### src/rtl/multicycle_control_unit.sv
// rtl/multicycle_control_unit.sv - multicycle RISC-V style control FSM with memory wait and trap handling
module multicycle_control_unit #(
    parameter int ALU_CTRL_W  = 3,
    parameter bit MEM_WAIT_EN = 1'b1
) (
    input  logic                  clk,
    input  logic                  rst,
    input  logic [6:0]            op,
    input  logic [2:0]            funct3,
    input  logic [6:0]            funct7,
    input  logic                  zero,
    input  logic                  mem_ready,
    output logic                  PCWrite,
    output logic                  AdrSrc,
    output logic                  MemWrite,
    output logic                  IRWrite,
    output logic                  RegWrite,
    output logic [1:0]            ResultSrc,
    output logic [1:0]            ALUSrcA,
    output logic [1:0]            ALUSrcB,
    output logic [1:0]            ImmSrc,
    output logic [ALU_CTRL_W-1:0] ALUControl,
    output logic                  instr_done,
    output logic                  illegal_op
);

    typedef enum logic [3:0] {
        S_FETCH,
        S_DECODE,
        S_MEMADR,
        S_MEMREAD,
        S_MEMWB,
        S_MEMWRITE,
        S_EXECR,
        S_EXECI,
        S_ALUWB,
        S_BEQ,
        S_JAL,
        S_TRAP
    } state_t;

    localparam logic [6:0] OP_LOAD  = 7'b0000011;
    localparam logic [6:0] OP_STORE = 7'b0100011;
    localparam logic [6:0] OP_RTYPE = 7'b0110011;
    localparam logic [6:0] OP_ITYPE = 7'b0010011;
    localparam logic [6:0] OP_BEQ   = 7'b1100011;
    localparam logic [6:0] OP_JAL   = 7'b1101111;

    state_t     state;
    state_t     state_next;
    logic       rdy;
    logic       pc_update;
    logic       branch;
    logic       ir_write;
    logic       reg_write;
    logic       mem_write;
    logic       done_raw;
    logic [1:0] alu_op;
    logic [2:0] alu_ctrl3;
    logic       unused_bits;

    // Only funct7[5] matters for the sub/add split; the rest of funct7 is don't-care here.
    assign unused_bits = ^{funct7[6], funct7[4:0]};

    // With waiting disabled every memory handshake completes immediately.
    assign rdy = MEM_WAIT_EN ? mem_ready : 1'b1;

    // State register; reset returns to FETCH without waiting for a clock.
    always_ff @(posedge clk or negedge rst) begin
        if (!rst) begin
            state <= S_FETCH;
        end else begin
            state <= state_next;
        end
    end

    // Sticky illegal-opcode flag, set on the edge that enters TRAP.
    always_ff @(posedge clk or negedge rst) begin
        if (!rst) begin
            illegal_op <= 1'b0;
        end else if (state_next == S_TRAP) begin
            illegal_op <= 1'b1;
        end
    end

    // Next-state and per-state control decode.
    always_comb begin
        state_next = state;
        pc_update  = 1'b0;
        branch     = 1'b0;
        ir_write   = 1'b0;
        reg_write  = 1'b0;
        mem_write  = 1'b0;
        done_raw   = 1'b0;
        AdrSrc     = 1'b0;
        ResultSrc  = 2'b00;
        ALUSrcA    = 2'b00;
        ALUSrcB    = 2'b00;
        alu_op     = 2'b00;
        case (state)
            S_FETCH: begin
                ir_write  = rdy;
                pc_update = rdy;
                ALUSrcB   = 2'b10;
                ResultSrc = 2'b10;
                if (rdy) state_next = S_DECODE;
            end
            S_DECODE: begin
                ALUSrcA = 2'b01;
                ALUSrcB = 2'b01;
                case (op)
                    OP_LOAD, OP_STORE: state_next = S_MEMADR;
                    OP_RTYPE:          state_next = S_EXECR;
                    OP_ITYPE:          state_next = S_EXECI;
                    OP_BEQ:            state_next = S_BEQ;
                    OP_JAL:            state_next = S_JAL;
                    default:           state_next = S_TRAP;
                endcase
            end
            S_MEMADR: begin
                ALUSrcA    = 2'b10;
                ALUSrcB    = 2'b01;
                state_next = (op == OP_LOAD) ? S_MEMREAD : S_MEMWRITE;
            end
            S_MEMREAD: begin
                AdrSrc = 1'b1;
                if (rdy) state_next = S_MEMWB;
            end
            S_MEMWB: begin
                ResultSrc  = 2'b01;
                reg_write  = 1'b1;
                done_raw   = 1'b1;
                state_next = S_FETCH;
            end
            S_MEMWRITE: begin
                // Strobe held through the whole wait; retire only on the completing cycle.
                AdrSrc    = 1'b1;
                mem_write = 1'b1;
                done_raw  = rdy;
                if (rdy) state_next = S_FETCH;
            end
            S_EXECR: begin
                ALUSrcA    = 2'b10;
                alu_op     = 2'b10;
                state_next = S_ALUWB;
            end
            S_EXECI: begin
                ALUSrcA    = 2'b10;
                ALUSrcB    = 2'b01;
                alu_op     = 2'b10;
                state_next = S_ALUWB;
            end
            S_ALUWB: begin
                reg_write  = 1'b1;
                done_raw   = 1'b1;
                state_next = S_FETCH;
            end
            S_BEQ: begin
                ALUSrcA    = 2'b10;
                alu_op     = 2'b01;
                branch     = 1'b1;
                done_raw   = 1'b1;
                state_next = S_FETCH;
            end
            S_JAL: begin
                ALUSrcA    = 2'b01;
                ALUSrcB    = 2'b10;
                pc_update  = 1'b1;
                done_raw   = 1'b1;
                state_next = S_FETCH;
            end
            S_TRAP: begin
                state_next = S_TRAP;
            end
            default: begin
                state_next = S_FETCH;
            end
        endcase
    end

    // ALU operation decode; funct7[5] only selects sub for register-register ops.
    always_comb begin
        alu_ctrl3 = 3'b000;
        case (alu_op)
            2'b01: alu_ctrl3 = 3'b001;
            2'b10: begin
                case (funct3)
                    3'b000:  alu_ctrl3 = (op[5] & funct7[5]) ? 3'b001 : 3'b000;
                    3'b010:  alu_ctrl3 = 3'b101;
                    3'b110:  alu_ctrl3 = 3'b011;
                    3'b111:  alu_ctrl3 = 3'b010;
                    default: alu_ctrl3 = 3'b000;
                endcase
            end
            default: alu_ctrl3 = 3'b000;
        endcase
    end

    // Immediate format follows the opcode in every state.
    always_comb begin
        case (op)
            OP_STORE: ImmSrc = 2'b01;
            OP_BEQ:   ImmSrc = 2'b10;
            OP_JAL:   ImmSrc = 2'b11;
            default:  ImmSrc = 2'b00;
        endcase
    end

    assign ALUControl = ALU_CTRL_W'(alu_ctrl3);

    // Write strobes and retire pulse are suppressed while reset is held.
    assign PCWrite    = rst & (pc_update | (branch & zero));
    assign IRWrite    = rst & ir_write;
    assign RegWrite   = rst & reg_write;
    assign MemWrite   = rst & mem_write;
    assign instr_done = rst & done_raw;

endmodule
### config.mk
export PLATFORM = sky130hd
export DESIGN_NAME = multicycle_control_unit
export DESIGN_NICKNAME = d
export VERILOG_FILES = /design/src/rtl/multicycle_control_unit.sv
export SDC_FILE = /design/constraint.sdc
export NUM_CORES = 1
export LEC_CHECK = 0
export ABC_CLOCK_PERIOD_IN_PS = 2300
export CORE_MARGIN = 2
export CORE_UTILIZATION = 36
export DETAILED_ROUTE_END_ITERATION = 6
export MAX_ROUTING_LAYER = met4
export PLACE_DENSITY = 0.87
export SYNTH_ARGS = -nofsm -noshare
export SYNTH_HDL_FRONTEND = slang
export SYNTH_SLANG_ARGS = --single-unit
### constraint.sdc
create_clock -name clk -period 2.3 [get_ports clk]
set_clock_uncertainty 0.05 [all_clocks]
set_input_delay 0.46 -clock clk [delete_from_list [all_inputs] [get_ports clk]]
set_output_delay 0.46 -clock clk [all_outputs]
set_load 0.1 [all_outputs]
==> metrics.md <==
| Metric | Value |
|---|---|
| Outcome | finished with violations |
| Failing checks | setup timing |
| Starting density of the core | 37.3% |
| Post-synthesis sequential area ratio | 19.9% |
| Core footprint | 1690 um^2 |
| CTS tree | done |
| CTS Sinks | 5 |
| Clk root buf | clkbuf_4 |
| Final Cell Area | 1460 um^2 |
| Antenna diodes | 0 |
| Worst-margin pin slew | 339 ps |
| H-tree Lvls | 1 |
| NetSw | 1.39 mW |
| Critical Path Sink Type | primary output |
| Final cell count without fillers | 161 |
| Sw frac | 60.1% |
| FMAX | 0.424 GHz |
| Total CTS buffers | 3 |
| WP data required | 1790 ps |
| Post-route ant nets | 0 |
| Area Growth Syn to Fin | 132% |
| Dpl cell area | 1370 um^2 |
| CP max stage cell | dfrtp_1 |
| CP startpoint kind | register |
| Initial antenna violation count | 0 |
| Largest net degree at the start of global routing | 16 |
| Vias in the first global route | 895 |
| Die X | 45.8 um |
| Port Buffers | 32 |
| First-pass GRT wire length | 3820 um |
| Most common cell after layout, fill and taps aside | buf_4 |
| Synthesized area per cell | 6.77 um^2 |
| Ranking of synthesized cells by area | dfrtp_1 20%, nand2_1 7.2%, nor2_1 6.6% |
| Synth top area share | 19.9% |
| Nets | 168 |
| Net count after synthesis | 116 |
| CP max stage delay | 370 ps |
| Drt total wl | 2580 um |
| Period utilisation layout | 102% |
| Height of the chip | 45.8 um |
| Setup violations, final | 2 |
| Overall power | 2.32 mW |
| Post-DP HPWL | 1910 um |
| Proportion of power drawn by the clock network | 4.2% |
| Mapped cell area | 629 um^2 |
| Final Hold Vio Count | 0 |
| Minimum clock period | 2360 ps |
| Total grt overflow | 0 |
| CTS Buffer Depth | 2 |
| Yosys top cell by area | dfrtp_1 |
| Combinational power share | 88.8% |
| GRT Util Overall | 25.3% |
| RSZ-0062 raised after global routing | true |
| Layout cells sized above 1 | 45.1% |
| Vias | 928 |
| Worst Path Max Fanout | 3 |
| Placed Cells | 156 |
| Drt initial violations | 18 |
| Most frequent cells in the layout | 20 x buf_4, 17 x buf_12, 12 x nand2_1 |
| Via/cell ratio | 5.76 |
| Gp weighted congestion | 0.885 |
| TritonRoute pass-1 iters | 4 |
| Slew HR | 77.0% |
| HP Class | reg2reg |
| Die area | 2100 um^2 |
| Syn Inst Count | 93 |
| Crit Path Class | reg2out |
| Worst-path cell chain | nand2b_4 -> or2_4 -> ha_4 -> nor4_4 -> buf_12 |
| Average wire per standard cell | 16.0 um |
| CTS clk-pin slew, worst paths | 40 ps |
| # DRC | 0 |
| Io pins | 39 |
| Final Util | 86.4% |
| Static leakage | 0.648 nW |
| Setup ws final | -56.5 ps |
| #FFs+latches synth | 5 |
| Worst Path Arrival | 1850 ps |
| Max-cap viol count | 0 |
| VDD IR max | 1100 uV |
| Power per standard cell area | 1590 nW/um^2 |
| Synth cell types | 31 |
| Max Slew Vio Count | 0 |
| Ys Warns | 0 |
| P_int | 0.925 mW |
| Reg power frac | 7.0% |
| Clock Latency Late Sink | 240 ps |
| Hold-fix buffers, CTS | 0 |
| Filler instances | 87 |
| Num rows | 15 |
## state kept, by name (all words and copies together), names as in the netlist
register / count
illegal_op: 1
state: 4
## cell usage after synthesis
cell type and n:
nor3_1 7, or3_1 2, o21ai_0 2, o221ai_1 1
nor4_1 2, or2_2 1, o211a_1 1, xor2_1 2
nor2_1 11, o32a_1 1, or3b_1 1, dfrtp_1 5
nor2b_1 6, inv_1 5, a21oi_1 4, a211oi_1 1
o31ai_1 2, nand2b_1 2, ha_1 2, o21a_1 2
nand2_1 12, a31oi_1 1, o311ai_1 1, clkbuf_1 4
nand3_1 5, a2111o_1 1, a31o_1 1, nor3b_1 3
buf_2 1, mux2i_1 2, and3_1 2
## kinds of logic after synthesis
kind of cell	Yosys count	share of synthesized area (%)
AO/OA/AOI/OAI	18	20.9
multiplexers	2	3.18
buffers and inverters	10	6.16
AND/OR/NAND/NOR	54	43.1
flip-flops	5	19.9
XOR/XNOR	2	2.78
adder cells (fa/ha/maj)	2	3.98
## per-layer routing
metal  vias to the layer above  GRT usage, %  share of wire (%)
li1                        435             -                  -
met1                       446          27.8                 36
met2                        43          49.0                 58
met3                         4          1.59                4.6
met4                         0          5.14                1.5
met5                         -             -                  0
## critical path: cells and delay by family (launching register included)
kind / cells / cell delay (ps)
AND/OR/NAND/NOR: 3 / 760
flip-flops: 1 / 370
adder cells (fa/ha/maj): 1 / 250
buffers and inverters: 1 / 220
## worst paths after layout
path | start | end | slack, ps | depth (start not counted)
setup / recovery | state[1] | ALUControl[2] | -60 | 5
hold / removal | illegal_op | illegal_op | 430 | 1
setup reg to reg | state[3] | illegal_op | 530 | 6
hold reg to reg | illegal_op | illegal_op | 430 | 1
max in group asynchronous | rst | state[0] | 1460 | 2
min in group asynchronous | rst | state[1] | 630 | 2
## timing repair
action	in CTS	in global routing
pin swaps	6	3
endpoints found under the hold margin	0	0
resized for setup	8	10
setup buffers	1	0
endpoints found under the setup margin	5	5
## stage by stage
| stage | setup slack [ps] | hold slack (ps) | setup TNS [ps] |
|---|---|---|---|
| 2_1_floorplan | -527 | 114 | -2260 |
| 3_3_place_gp | -106 | 410 | -242 |
| 3_5_place_dp | -211 | 424 | -427 |
| 4_1_cts | -41.9 | 436 | -41.9 |
| 5_1_grt | -108 | 463 | -208 |
| 6_report | -56.5 | 434 | -105 |
## final cells by class
class	count	area [um^2]	share of cell area, %
clock buffers	4	26.3	1.80
well taps	17	21.3	1.46
inverters	5	18.8	1.29
flip-flops and latches	5	125	8.58
repair buffers	52	646	44.3
multi-input cells	78	622	42.6
## power groups by stage
stage               Clock (mW)  Sequential (mW)  Combinational (mW)
floorplan                    0            0.212                1.27
global placement             0            0.148                1.95
detailed placement           0            0.153                1.99
CTS                      0.101            0.152                2.00
global route             0.106            0.168                2.15
finish                  0.0976            0.163                2.06
No activity file was read; power rests on OpenSTA's default activity.
